## src/rtl/instr_sequencer.sv

```systemverilog
// Multi-cycle instruction sequencer: FETCH/DECODE/EXEC/COMMIT with stretched execute for mul/div and INPUT.
// Optional mul/div timeout fault is built when MULDIV_TIMEOUT_EN is defined.
module instr_sequencer #(
  parameter int MULDIV_TIMEOUT = 64
) (
  input  logic       clk,
  input  logic       rst_n,
  input  logic       run,
  input  logic [3:0] opcode,
  input  logic       jump_taken,
  input  logic       muldiv_done,
  input  logic       input_valid,
  output logic       input_ack,
  output logic       ir_load,
  output logic       alu_start,
  output logic       reg_we_gate,
  output logic       data_we_gate,
  output logic       pc_en,
  output logic       pc_load,
  output logic       halted,
  output logic       fault,
  output logic [2:0] state
);

  typedef enum logic [2:0] {
    S_IDLE     = 3'd0,
    S_FETCH    = 3'd1,
    S_DECODE   = 3'd2,
    S_EXEC     = 3'd3,
    S_WAIT_ALU = 3'd4,
    S_WAIT_IN  = 3'd5,
    S_COMMIT   = 3'd6,
    S_HALT     = 3'd7
  } state_t;

  state_t state_q, state_d;
  logic   timeout_hit;
  logic   op_regw, op_memw, op_jump, op_muldiv, op_input, op_halt;

  assign state = state_q;

  // Opcode classes; opcode 7 (push/pop) raises both write gates.
  always_comb begin
    op_regw   = 1'b0;
    op_memw   = 1'b0;
    op_jump   = 1'b0;
    op_muldiv = 1'b0;
    op_input  = 1'b0;
    op_halt   = 1'b0;
    case (opcode)
      4'h0, 4'h1, 4'h5, 4'h8, 4'h9, 4'hA: op_regw = 1'b1;
      4'h2, 4'h3: begin
        op_regw   = 1'b1;
        op_muldiv = 1'b1;
      end
      4'h6: op_jump = 1'b1;
      4'h7: begin
        op_regw = 1'b1;
        op_memw = 1'b1;
      end
      4'hB: op_memw = 1'b1;
      4'hD: begin
        op_regw  = 1'b1;
        op_input = 1'b1;
      end
      4'hF: op_halt = 1'b1;
      default: ;
    endcase
  end

`ifdef MULDIV_TIMEOUT_EN
  localparam logic [7:0] TIMEOUT_LAST = 8'(MULDIV_TIMEOUT - 1);
  logic [7:0] alu_cnt;
  logic       fault_q;

  // muldiv_done in the limit cycle takes priority over the timeout.
  assign timeout_hit = (state_q == S_WAIT_ALU) && !muldiv_done && (alu_cnt == TIMEOUT_LAST);
  assign fault       = fault_q;

  always_ff @(posedge clk or negedge rst_n) begin
    if (!rst_n) begin
      alu_cnt <= '0;
      fault_q <= 1'b0;
    end else begin
      if (state_q == S_EXEC) begin
        alu_cnt <= '0;
      end else if (state_q == S_WAIT_ALU) begin
        alu_cnt <= alu_cnt + 8'd1;
      end
      if (timeout_hit) begin
        fault_q <= 1'b1;
      end
    end
  end
`else
  assign timeout_hit = 1'b0;
  // Always 0; the parameter only matters in the timeout build.
  assign fault       = (MULDIV_TIMEOUT < 0);
`endif

  always_ff @(posedge clk or negedge rst_n) begin
    if (!rst_n) begin
      state_q <= S_IDLE;
    end else begin
      state_q <= state_d;
    end
  end

  always_comb begin
    state_d      = state_q;
    ir_load      = 1'b0;
    alu_start    = 1'b0;
    reg_we_gate  = 1'b0;
    data_we_gate = 1'b0;
    pc_en        = 1'b0;
    pc_load      = 1'b0;
    input_ack    = 1'b0;
    halted       = 1'b0;
    case (state_q)
      S_IDLE: if (run) state_d = S_FETCH;
      S_FETCH: begin
        ir_load = 1'b1;
        state_d = S_DECODE;
      end
      S_DECODE: state_d = op_halt ? S_HALT : S_EXEC;
      S_EXEC: begin
        alu_start = op_muldiv;
        if (op_muldiv)     state_d = S_WAIT_ALU;
        else if (op_input) state_d = S_WAIT_IN;
        else               state_d = S_COMMIT;
      end
      S_WAIT_ALU: begin
        if (muldiv_done)      state_d = S_COMMIT;
        else if (timeout_hit) state_d = S_HALT;
      end
      S_WAIT_IN: begin
        input_ack = input_valid;
        if (input_valid) state_d = S_COMMIT;
      end
      S_COMMIT: begin
        pc_en        = 1'b1;
        pc_load      = op_jump & jump_taken;
        reg_we_gate  = op_regw;
        data_we_gate = op_memw;
        state_d      = run ? S_FETCH : S_IDLE;
      end
      S_HALT: begin
        halted = 1'b1;
        if (!run) state_d = S_IDLE;
      end
      default: state_d = S_IDLE;
    endcase
  end

endmodule

```

## config.mk

```make
export PLATFORM = sky130hd
export DESIGN_NAME = instr_sequencer
export DESIGN_NICKNAME = d
export VERILOG_FILES = /design/src/rtl/instr_sequencer.sv
export SDC_FILE = /design/constraint.sdc
export NUM_CORES = 1
export LEC_CHECK = 0
export CELL_PAD_IN_SITES_DETAIL_PLACEMENT = 1
export CELL_PAD_IN_SITES_GLOBAL_PLACEMENT = 1
export CORE_MARGIN = 4
export CORE_UTILIZATION = 22
export CTS_CLUSTER_SIZE = 16
export DETAILED_ROUTE_END_ITERATION = 8
export HOLD_SLACK_MARGIN = 0.03
export PLACE_DENSITY = 0.75
export SLEW_MARGIN = 5
export SYNTH_ARGS = -nofsm -noshare
export SYNTH_HDL_FRONTEND = slang
export SYNTH_SLANG_ARGS = --single-unit
```

## constraint.sdc

```tcl
create_clock -name clk -period 2.45 [get_ports clk]
set_clock_uncertainty 0.05 [all_clocks]
set_input_delay 0.245 -clock clk [delete_from_list [all_inputs] [get_ports clk]]
set_output_delay 0.245 -clock clk [all_outputs]
set_load 0.05 [all_outputs]
```

## Word-level counts from Yosys, hierarchy flattened

Index checks and enable logic that the tools add are counted.

- Eq/ne operators: 23
- Muxes and demuxes: 23
- Bitwise logic cells: 1
- Reductions and logical operators: 6

Operator list:

| operator | count |
|---|---|
| $eq 4x4->1 const B | 6 |
| $pmux 3 s8 | 1 |
| $mux 1 | 15 |
| $mux 3 | 5 |
| $eq 3x3->1 const B | 4 |
| $eq 4x3->1 const B | 3 |
| $reduce_or 10->1 | 1 |
| $eq 4x2->1 const B | 2 |
| $ne 2x2->1 const B | 4 |
| $eq 3x2->1 const B | 2 |
| $eq 4x1->1 const B | 1 |
| $logic_not 4->1 | 1 |
| $mux 2 | 2 |
| $reduce_and 4->1 | 1 |
| $reduce_or 2->1 | 2 |
| $eq 3x1->1 const B | 1 |
| $logic_not 3->1 | 1 |
| $and 1x1->1 | 1 |

- Register bits after elaboration: 3
- Bits of input ports: 10
- Output and inout bits: 12
- Logic and storage cells: 54

## Depth between registers and ports, before layout

- Word-level depth: 5
- Mapped depth: 4
- Depth with buffers taken out: 3

## Worst setup path before layout

OpenSTA, ideal clock, no wires.

- Path type: register to output
- Start: register state_q[1] (netlist: state[1])
- End: output port alu_start
- Arrival: 2551 ps
- Required time: 2155 ps
- Setup slack: -396 ps
- Stages on the path, launching flop included: 3
- Buffers on the path: 0
- Path through: dfrtp_1 or2b_1 nor4b_1

- Cells in the longest elaborated chain, start to end: 2

RTL lines:

| element | RTL line | source |
|---|---|---|
| start, declared | 36 | `state_t state_q, state_d;` |
| start signal, assigned | 105 | `state_q <= state_d;` |
| $eq 3x2->1 | 119 | `case (state_q)` |
| $mux 1 | 119 |  |
| end, declared | 15 | `output logic alu_start,` |

Every way passes these cells.

## Final worst setup path

- Start: register state_q[2] (netlist: state[2])
- End: output port input_ack

- Cells in the longest elaborated chain, start to end: 2

RTL lines:

| element | RTL line | source |
|---|---|---|
| $eq 3x3->1 | 119 |  |
| $mux 1 | 119 |  |
| end, declared | 13 | `output logic input_ack,` |

Every way passes these cells.

==> impl_metrics.toml <==
[global_route]
grt_pass1_wl_um = 1545
grt-ovfl-total = 0
grtUsageTotal_pct = 10.51
antenna_found_initial = 0
grt_pass1_vias = 382
grt_max_degree = 14

[detailed_routing]
num_vias = 380
wl_per_cell_um = 12.41
viasPerCell = 5.067
wirelength_um = 931
drt-initial-drc-count = 4
drtPass1Iterations = 3
drc = 0
ant_nets = 0

[pwr]
power_frac_comb_pct = 64.9
p_sw_uw = 364.2
seqPwrFrac_pct = 21.8
clkPwrFrac_pct = 13.3
p_int_uw = 300.3
switching_share_pct = 54.81
p_per_area_nw_per_um2 = 1196
leakagePower_uw = 0.0002092
ir_drop_uv = 320.2

[critical_path]
ff2ff_setup_slack_ns = 0.92
critPathKind = "flop to primary output"
worst_ep_required_time_ns = 2.15
r2r_end = "state[0]"
crit_fanout = 13
rr_startpoint = "state[2]"
cp.arrival_ns = 1.93
endpoint_kind = "primary output"
crit_start = "state[2]"
cp-endpoint = "input_ack"
critPathLaunchType = "flop"
worst_r2r_path_depth = 3

[logic_synthesis]
synth_nets = 50
ys_types = 24
avgSynthCellArea_um2 = 7.695
synth_seq_cells = 3
yosys_warnings = 0
synth_cells = 40
yosysSeqAreaShare_pct = 24.39
synth_area_um2 = 307.8

[timing]
slew_violations = 0
fmax_mhz = 449.5
tns_ns = 0
rsz0062_at_grt = "false"
period_needed_ns = 2.225
period_share_pct = 90.81
setup_viol = 0
hold_viol = 0
worst_hold_slack_ns = 0.1428

[floorplanning]
ios = 22
die_y_um = 45.41
core.rowCount = 13
start_util_pct = 23.36
die_x_um = 45.41
coreArea_um2 = 1318
die-area_um2 = 2062

[final_layout]
largest_reg_flops = 3
fin_nets = 71
seqCellArea_um2 = 75.07
drive_gt1_share_pct = 15.00
n_fill_cell = 160
syn2layout_area_growth_pct = 80.49
antenna_cells = 0
multiInputGateArea_um2 = 216.5

[clocking]
cts_tree = "yes"
postCtsHoldBufs = 0
root_buffer = "clkbuf_4"
numCtsBuffers = 3
cts_num_sinks = 3
insertion_delay_ns = 0.24
cts_setup_buffers = 0
clk_path_buf_depth = 2
htree_num_levels = 1
clk_pin_slew_ns = 0.04
cts_resized = 0

[place]
io_buffers = 20
dpl.hpwl_um = 728.8
place_congestion = 0.6213

[job]
maxCapViolCount = 0

[min_path]
hp-class = "primary input to asynchronous set/reset pin"

[run_status]
status = "finished, final reports clean"
cell usage after synthesis:
cell	number	area share, %
nand4b_1	1	2.8
and3_1	2	4.1
a311oi_1	1	2.8
or2b_1	2	4.9
buf_2	2	3.3
dfrtp_1	3	24
nand2_1	3	3.7
nand3b_1	1	2.4
or4_1	1	2.4
buf_4	2	4.9
a31oi_1	2	4.1
nor2b_1	2	4.1
nor3b_1	3	7.3
inv_1	1	1.2
xnor2_1	1	2.8
a21oi_1	1	1.6
o21ai_0	3	4.9
a211oi_1	1	2.4
nor3_1	3	4.9
nor4b_1	1	2.8
conb_1	1	1.2
nand2b_1	1	2.0
nand4_1	1	2.0
o32ai_1	1	2.8
final cells by class:
class	instances	share of cell area, %
Clock buffer	4	4.730
Inverter	1	0.6757
Multi-Input combinational cell	32	38.96
Sequential cell	3	13.51
Tap cell	15	3.378
Timing Repair Buffer	20	38.74
per-layer routing:
| layer | part of all wire, % | up-vias | global-route usage [%] |
|---|---|---|---|
| met2 | 51 | 17 | 19.50 |
| met5 | 0 | - | 0 |
| met4 | 1.8 | 0 | 7.018 |
| li1 | - | 187 | - |
| met1 | 38 | 174 | 9.547 |
| met3 | 8.8 | 2 | 3.162 |
critical path, stage by stage (launching register included):
cell and delay (ns):
dfrtp_1 0.54, nand2_1 0.13, nor3b_1 0.20, clkdlybuf4s50_1 0.82
power groups by stage:
stage	combinational [uW]	clock [uW]	sequential (uW)
after floorplan	274	0	177
after global placement	434	0	144
after detailed placement	435	0	145
after CTS	437	91.2	146
after global routing	459	102	155
final	431	88.1	145
metrics by stage:
step           instance area, um2  setup WS [ns]  total power (uW)  std cells  util [%]
6_report                    555.5         0.2252             664.6         75     42.17
5_1_grt                     555.5         0.1091             716.2         75     42.17
4_1_cts                     555.5         0.2109             673.9         75     42.17
3_5_place_dp                529.3         0.4231             580.3         71     40.17
3_3_place_gp                529.3         0.4479             577.9         71     40.17
2_1_floorplan               320.3      -0.007320             450.1         40         -
cell usage in the layout, fill, tap and decap left out, drive strengths merged, types with 2 or more instances in the layout:
cell type	Yosys	layout
a31oi	2	2
o21ai	3	3
nand2	3	3
or2b	2	2
nor2b	2	2
and3	2	2
nor3	3	3
clkbuf	0	4
nor3b	3	3
buf	4	4
clkdlybuf4s50	0	16
dfrtp	3	3
cell families (layout without fill, tap and decap cells):
kind of cell	count (synthesis)	count (layout)	share of synthesized area [%]
AOI/OAI and AO/OA	9	9	18.70
xor gates and xnor gates	1	1	2.846
buffers and inverters	5	25	9.347
other	1	1	1.218
and+or+nand+nor	21	21	43.50
DFF	3	3	24.39
worst min path at each step:
stage	from	slack [ns]	endpoint
after floorplan	rst_n	-0.10	state[0]
after global placement	rst_n	0.39	state[1]
after detailed placement	rst_n	0.39	state[1]
after CTS	rst_n	0.14	state[1]
after global routing	rst_n	0.15	state[0]
final	rst_n	0.14	state[1]
Power figures use the tool's default switching activity.
==> RTL edit (same settings) <==
Build with the macro `MULDIV_TIMEOUT_EN` defined.
--- a/src/rtl/instr_sequencer.sv
+++ b/src/rtl/instr_sequencer.sv
@@ -1,4 +1,6 @@
 // Multi-cycle instruction sequencer: FETCH/DECODE/EXEC/COMMIT with stretched execute for mul/div and INPUT.
 // Optional mul/div timeout fault is built when MULDIV_TIMEOUT_EN is defined.
+`define MULDIV_TIMEOUT_EN
+
 module instr_sequencer #(
   parameter int MULDIV_TIMEOUT = 64
Behaviour: same outputs for any inputs over 10 cycles, from zero or initial values and one cycle with rst_n low; that may be too few to reach the edited logic, so the function may still have changed.
==> RTL edit against the unedited design <==
Via count is 99% higher; core utilization decreased by 9.7 points; sequential cell count rose by 9; register-to-register slack got worse by 310 ps; area after synthesis increased by 150%; highest routed layer unchanged; design area grew 95%; worst setup slack got worse by 81 ps; wire length increased by 130%; power up 77%; critical endpoint unchanged; die area is 120% higher; synthesized cell count up 120%; sequential share of layout area rose by 14 points.
==> RTL edit: results (changes against the unedited design) <==
Worst setup path
  • CP Max Fanout: 12 (-1)
  • Max incr delay on CP: 820 ps (about the same)
  • CP max-delay cell: clkdlybuf4s50_1
  • Critical path arrival: 2010 ps (+80 ps)

Final layout
  • Share of cells above drive strength 1: 17.43% (+2.4 points)
  • Final #Nets: 121 (+70%)
  • Util after Layout: 32.51% (-9.7 points)
  • # fillers: 400 (+150%)
  • Ant diodes: 0 (unchanged)
  • Largest register FFs: 8 (+5)
  • Most flop-heavy register: alu_cnt

Clock tree
  • Clk_lat worst skew: 280 ps (+40 ps)
  • Clk root buf: clkbuf_4
  • Clock Path Buffers: 2 (unchanged)
  • H-tree depth: 1 (unchanged)
  • TritonCTS Buffers: 3 (unchanged)
  • CTS clk-pin slew, worst paths: 80 ps (+40 ps)
  • Setup bufs post-CTS: 0 (unchanged)
  • Post-CTS sizing: 0 (unchanged)

Place
  • Area after DPL: 1049 um^2 (+98%)
  • GPL Wtd Cong: 0.7307 (+18%)
  • I/O Buffers: 21 (+5.0%)
  • Hpwl dp: 1607 um (+120%)
  • Post-Place Worst Slack: 431.7 ps (+8.682 ps)

Pwr
  • P_leak: 0.4373 nW (+110%)
  • Max VDD drop: 0.2372 mV (-26%)

Synthesis
  • Async set-or-reset flop fraction in the synthesized netlist: 100.0% (unchanged)
  • Syn Nets: 98 (+96%)
  • Post-synth top cells: dfrtp_1 (12), nand2_1 (8), nor2_1 (7), o21ai_0 (7)
  • Ys flop type: dfrtp_1
  • Synth cell types: 34 (+42%)
  • Largest cells by area after synthesis: dfrtp_1 (39%), o21ai_0 (4.6%), nor2b_1 (4.1%)
  • Seq/Total Area, Yosys: 39.28% (+15 points)
  • Yosys warns: 0 (unchanged)

Timing
  • Worst slew margin: 59.99%

Global route
  • Largest net degree at the start of global routing: 14 (unchanged)
  • First-pass GRT wire length: 3650 um (+140%)
  • Initial antenna violation count: 0 (unchanged)
  • Global-route usage over all layers: 10.60% (+0.087 points)
  • Vias in the first global route: 799 (+110%)

Status
  • Status: finished clean

Job
  • Maxcap violations: 0 (unchanged)

Routing
  • Router iterations before antenna repair: 2 (-1)
  • Via count: 756 (+99%)
  • Detailed router's first-iteration violation count: 41 (+37)
  • Final WL: 2095 um (+130%)

Min path
  • Worst Hold Class: in -> async
RTL edit: changes by cell type after synthesis, moves of 3 or more:
cell	change
a21oi_1	+4
dfrtp_1	+9
inv_1	+3
nand2_1	+5
nand3_1	+4
nor2_1	+7
nor2b_1	+3
o21ai_0	+4
RTL edit: final timing paths:
path                                            from                endpoint  slack (ps)  cells after the start
worst max-delay path            state[2]$_DFFE_PN0P_               input_ack         140                      3
min in group clk                   fault$_DFFE_PN0P_       fault$_DFFE_PN0P_         430                      2
worst min-delay path                           rst_n    state[0]$_DFFE_PN0P_         290                      1
max in group asynchronous                      rst_n    state[1]$_DFFE_PN0P_        1640                      1
worst max register to register  state[2]$_DFFE_PN0P_  alu_cnt[2]$_DFFE_PN0P_         610                      4
worst min register to register     fault$_DFFE_PN0P_       fault$_DFFE_PN0P_         430                      2
RTL edit: power by group:
group	leakage, nW	switching (W)	total, W	internal (W)
Sequential	0.152	0.0000965	0.000344	0.000247
Clock	0.0210	0.0000735	0.000164	0.0000904
Combinational	0.264	0.000415	0.000669	0.000253
RTL edit: cells by family after synthesis:
logic type                 count (synthesis)  synth area share [%]
AOI/OAI and AO/OA                         24                 21.44
xor gates and xnor gates                   2                 2.292
adders and majority gates                  1                 1.636
buffers and inverters                      8                 4.255
DFF                                       12                 39.28
muxes                                      2                 2.619
and+or+nand+nor                           38                 28.48
RTL edit: area by class of cell:
cell class / count / area share [%]
multi-input combinational: 67 / 40.95
sequential: 12 / 27.80
timing repair buffer: 22 / 21.22
tap: 46 / 5.306
clock buffer: 4 / 3.345
inverter: 4 / 1.384
RTL edit: metal layers:
layer  GRT usage [%]  vias up  wire, um
li1                -      365         -
met1           12.12      366       938
met2           18.32       23       967
met3           3.373        2       165
met4           3.797        0        23
met5               0        -         0
RTL edit: worst max-delay path, delay by kind of cell (launching register included):
kind / cells / cell delay [ps]
flops: 1 / 550
buf+inv: 1 / 820
simple gates: 2 / 350
RTL edit: metrics by stage:
step / hold WS (ps) / std cells
6_report: 287.8 / 155
5_1_grt: 322.4 / 155
4_1_cts: 304.2 / 155
3_5_place_dp: 429.1 / 151
3_3_place_gp: 414.2 / 151
2_1_floorplan: -100.6 / 87
